## src/rtl/trc_cfg_pkg.sv

```systemverilog
// Shared constants and FSM state type for the transceiver-reconfig configuration sequencer.
package trc_cfg_pkg;

  localparam logic [6:0] PMA_CH_NR  = 7'h08;
  localparam logic [6:0] PMA_STATUS = 7'h0A;
  localparam logic [6:0] PMA_OFFSET = 7'h0B;
  localparam logic [6:0] PMA_DATA   = 7'h0C;

  localparam int BUSY_BIT  = 8;
  localparam int ERROR_BIT = 9;

  typedef enum logic [2:0] {
    ST_IDLE,
    ST_LOAD,
    ST_ISSUE,
    ST_CHECK,
    ST_NEXT,
    ST_DONE,
    ST_FAIL
  } cfg_state_t;

endpackage

```

## src/rtl/trc_config_sequencer.sv

```systemverilog
// Walks the reconfig LUT and turns each entry into one Avalon-MM write, or into
// PMA_STATUS poll reads that repeat until the busy bit clears.
module trc_config_sequencer #(
  parameter int LUT_LENGTH   = 19,
  parameter int BUSY_BIT     = trc_cfg_pkg::BUSY_BIT,
  parameter int ERROR_BIT    = trc_cfg_pkg::ERROR_BIT,
  parameter int POLL_TIMEOUT = 65535,
  parameter bit AUTO_START   = 1'b1
) (
  input  logic                    clk,
  input  logic                    reset,
  input  logic                    start,
  output logic [5:0]              lut_index,
  input  logic [7:0]              lut_address,
  input  logic [31:0]             lut_data,
  input  logic                    lut_wr,
  output logic [6:0]              mgmt_address,
  output logic [31:0]             mgmt_writedata,
  output logic                    mgmt_write,
  output logic                    mgmt_read,
  input  logic [31:0]             mgmt_readdata,
  input  logic                    mgmt_waitrequest,
  output logic                    busy,
  output logic                    done,
  output logic                    error,
  output trc_cfg_pkg::cfg_state_t state_dbg
);
  import trc_cfg_pkg::*;

  localparam logic [5:0]  LAST_INDEX = 6'(LUT_LENGTH - 1);
  localparam logic [15:0] POLL_MAX   = 16'(POLL_TIMEOUT);

  cfg_state_t  state;
  logic        wr_q;
  logic [15:0] poll_cnt;
  logic        rd_busy;
  logic        rd_err;
  logic        unused_inputs;

  assign state_dbg     = state;
  assign unused_inputs = ^{lut_address[7], mgmt_readdata};

  // Handshake: a strobe (mgmt_write or mgmt_read) is a request; it is accepted on the
  // clock edge where mgmt_waitrequest is low. Until then strobe, address and data hold,
  // and only one request is ever outstanding.
  always_ff @(posedge clk or posedge reset) begin
    if (reset) begin
      state          <= ST_IDLE;
      lut_index      <= '0;
      mgmt_address   <= '0;
      mgmt_writedata <= '0;
      mgmt_write     <= 1'b0;
      mgmt_read      <= 1'b0;
      busy           <= 1'b0;
      done           <= 1'b0;
      error          <= 1'b0;
      wr_q           <= 1'b0;
      poll_cnt       <= '0;
      rd_busy        <= 1'b0;
      rd_err         <= 1'b0;
    end else begin
      case (state)
        ST_IDLE: begin
          if (start || AUTO_START) begin
            state     <= ST_LOAD;
            lut_index <= '0;
            busy      <= 1'b1;
          end
        end
        // The LUT has had this whole cycle to settle on the new index.
        ST_LOAD: begin
          mgmt_address   <= lut_address[6:0];
          mgmt_writedata <= lut_data;
          wr_q           <= lut_wr;
          mgmt_write     <= lut_wr;
          mgmt_read      <= !lut_wr;
          poll_cnt       <= '0;
          state          <= ST_ISSUE;
        end
        ST_ISSUE: begin
          if (!mgmt_waitrequest) begin
            mgmt_write <= 1'b0;
            mgmt_read  <= 1'b0;
            if (wr_q) begin
              state <= ST_NEXT;
            end else begin
              rd_busy <= mgmt_readdata[BUSY_BIT];
              rd_err  <= mgmt_readdata[ERROR_BIT];
              state   <= ST_CHECK;
            end
          end
        end
        ST_CHECK: begin
          if (rd_err) error <= 1'b1;
          if (rd_busy) begin
            if (poll_cnt < POLL_MAX) begin
              poll_cnt  <= poll_cnt + 16'd1;
              mgmt_read <= 1'b1;
              state     <= ST_ISSUE;
            end else begin
              error <= 1'b1;
              done  <= 1'b0;
              busy  <= 1'b0;
              state <= ST_FAIL;
            end
          end else begin
            state <= ST_NEXT;
          end
        end
        ST_NEXT: begin
          if (lut_index == LAST_INDEX) begin
            busy  <= 1'b0;
            done  <= !error;
            state <= ST_DONE;
          end else begin
            lut_index <= lut_index + 6'd1;
            state     <= ST_LOAD;
          end
        end
        ST_DONE, ST_FAIL: begin
          if (start) begin
            lut_index <= '0;
            busy      <= 1'b1;
            done      <= 1'b0;
            error     <= 1'b0;
            state     <= ST_LOAD;
          end
        end
        default: state <= ST_IDLE;
      endcase
    end
  end

endmodule
```

## config.mk

```make
export PLATFORM = sky130hd
export DESIGN_NAME = trc_config_sequencer
export DESIGN_NICKNAME = d
export VERILOG_FILES = /design/src/rtl/trc_cfg_pkg.sv /design/src/rtl/trc_config_sequencer.sv
export SDC_FILE = /design/constraint.sdc
export NUM_CORES = 1
export LEC_CHECK = 0
export CORE_ASPECT_RATIO = 1.75
export CORE_UTILIZATION = 40
export DETAILED_ROUTE_END_ITERATION = 16
export HOLD_SLACK_MARGIN = 0.02
export PLACE_DENSITY = 0.77
export SKIP_LAST_GASP = 1
export SLEW_MARGIN = 20
export SYNTH_ARGS = -nofsm -noshare
export SYNTH_HDL_FRONTEND = slang
export SYNTH_SLANG_ARGS = --single-unit
export TNS_END_PERCENT = 5
```

## constraint.sdc

```tcl
create_clock -name clk -period 2.55 [get_ports clk]
set_input_delay 0.765 -clock clk [delete_from_list [all_inputs] [get_ports clk]]
set_output_delay 0.765 -clock clk [all_outputs]
set_load 0.005 [all_outputs]
```

==> flow_summary.toml <==
[cells_and_area]
drive_gt1_share_pct = 18.8
final_util_pct = 58.4
final_cell_mix = "clkdlybuf4s50_1 (98), dfrtp_1 (72), mux2_2 (42), nor2_1 (30), o21ai_0 (21)"
stdcell_area_um2 = 4860
fillers = 650
instances_no_fill = 530
final_nets = 491
final_common_cell = "clkdlybuf4s50_1"
area_growth_pct = 41.2
antenna_cells = 0

[cts]
cts_buffers = 9
clk_path_buf_depth = 2
cts_tree = "done"
clk_latency_ns = 0.33
cts.sinks = 72
path_clk_slew_ns = 0.06
cts_resized = 0
postCtsSetupBuffers = 0
cts_root_buf = "clkbuf_16"
htreeDepth = 3
holdBufCountCts = 0

[floorplan]
die_area_um2 = 8990
die_w_um = 72.1
coreArea_um2 = 8310
io_pins = 130
fp-row-count = 44
die_y_um = 125
initial_core_util_pct = 41.4

[critical_path]
arrival_ns = 1.45
start_kind = "flip-flop"
critPathMaxFanout = 12
crit_path_end_kind = "output pin"
required_ns = 1.79
reg2regPathDepth = 7
path_class = "reg2out"
rrSetupSlack_ns = 0.45
crit_buf_inv = 1
path_cells = "clkdlybuf4s50_1"
r2r_end = "poll_cnt[5]"
max_stage_delay_ns = 0.59
slowest_stage = "clkdlybuf4s50_1"
reg2reg_from = "poll_cnt[0]"
critical-path-top-delay-family = "buffers and inverters"

[run_status]
status = "finished clean"

[power]
pwr_density_cell_nw_per_um2 = 1140
power_leakage_nw = 1.96
ir_drop_mv = 0.571

[yosys]
synthCells = 309
synth_nets = 389
synth-seq-cells = 72
seq_area_frac_synth_pct = 52.4
syn-mean-instance-area_um2 = 11.1
yosys_warnings = 0
post_synth_num_cell_types = 46
netlist_area_um2 = 3440

[min_path]
min_to = "mgmt_address[0]"
min_from = "mgmt_address[0]"
hold_path.class = "reg2reg"
hold_depth = 1

[place]
place_inst = 515
port_buffers = 98
place_area_um2 = 4560
dp_hpwl_um = 5530
gp_congestion = 0.890

[global_route]
grt_max_degree = 73
grt_pass1_vias = 2767
grt_pass1_wl_um = 13100
antenna_found_initial = 0
track_usage_pct = 18.7
grt-ovfl-total = 0

[routing]
drtPass1Iterations = 9
drt-met1-wl_um = 3030
post_drt_via_cell_ratio = 5.15
ant_nets = 0
drt_iter0_markers = 295
top_layer_used = "met4"
wire_per_inst_um = 14.7
met3_length_um = 313
vias = 2729
wl_met2_um = 4210
drcViolationCount = 0
wirelength_um = 7790

[timing]
rsz0062_at_grt = "no"
max_slew.worst_pin.slew_ns = 0.427
hold_viol = 0
fin_skew_ns = 0.0100
final_max_slew_viol_count = 0
finalCritPeriodShare_pct = 87.0
final.min_clock_period_ns = 2.22
slew_headroom_pct = 71.2
max_freq_ghz = 0.451
setup_violations = 0
tns_ns = 0

[run]
maxCapViolCount = 0
[routing by layer]
metal	vias to the layer above	global-route usage [%]
met5	-	0
met4	0	11.6
met3	18	4.05
met2	93	31.3
met1	1311	21.0
li1	1307	-
[through the flow]
| step | total power [mW] | hold slack [ns] | worst slack (ns) |
|---|---|---|---|
| final | 5.51 | 0.502 | 0.331 |
| after CTS | 5.57 | 0.507 | 0.321 |
| after global placement | 4.24 | 0.488 | 0.261 |
| after detailed placement | 4.32 | 0.495 | 0.237 |
| after global routing | 5.87 | 0.518 | 0.254 |
| after floorplan | 3.18 | 0.480 | 0.719 |
[synth_stat cells, drive strengths merged]
master	n	area, um^2
a211oi	1	12.5
a21oi	10	50.1
a221o	1	10.0
a22o	3	26.3
a22oi	1	7.51
a31oi	2	12.5
and3	7	46.3
and4	2	20.0
buf	8	48.8
clkbuf	9	63.8
dfrtp	72	1800
ha	3	37.5
inv	4	15.0
maj3	1	10.0
mux2	42	473
nand2	20	75.1
nand2b	2	12.5
nand3	10	55.1
nand3b	2	15.0
nand4	7	50.1
nand4b	1	8.76
nor2	31	119
nor2b	5	31.3
nor3	6	30.0
nor3b	1	7.51
nor4	6	37.5
o211ai	1	7.51
o21ai	21	105
o21bai	1	7.51
o22ai	4	25.0
o32ai	3	26.3
o41ai	1	16.3
or2	1	6.26
or3	3	18.8
or4	2	18.8
xnor2	11	96.3
xor2	4	35.0
[flip-flops by register name, indices dropped and copies added (netlist names), 3 cells and up]
signal,cells
state_dbg,3
poll_cnt,16
lut_index,6
mgmt_address,7
mgmt_writedata,32
[how the worst max path moves through the flow]
stage                            start           end  slack, ns  cells after the start
after floorplan            poll_cnt[0]   poll_cnt[0]       0.72                      6
after global placement           start  lut_index[3]       0.26                      5
after detailed placement         start  state_dbg[2]       0.24                      7
after CTS                 state_dbg[2]  state_dbg[2]       0.32                      1
after global routing      state_dbg[2]  state_dbg[2]       0.25                      1
final                     state_dbg[2]  state_dbg[2]       0.33                      1
[power by group]
part / switching (mW) / internal [mW]
combinational: 0.972 / 1.44
sequential: 0.281 / 1.59
clock: 0.457 / 0.777
[area by class of cell]
class                           instances  area, um^2  share of cell area, %
Tap cell                              115         144                   2.96
Timing Repair Buffer                  108        1080                   22.3
Clock inverter                          5        56.3                   1.16
Sequential cell                        72        1800                   37.1
Multi-Input combinational cell        216        1520                   31.2
Inverter                                4        18.8                  0.386
Clock buffer                           10         239                   4.92
[cells by family (layout without fill, tap and decap cells)]
group                    after synthesis  after routing  synth area share [%]
flip-flops                            72             72                  52.4
AO/OA/AOI/OAI                         49             49                  8.91
multiplexers                          42             42                  13.8
adder cells (fa/ha/maj)                4              4                  1.38
XOR/XNOR                              15             15                  3.82
buffers and inverters                 21            127                  3.71
AND/OR/NAND/NOR                      106            106                  16.0
No activity file was read; power rests on OpenSTA's default activity.
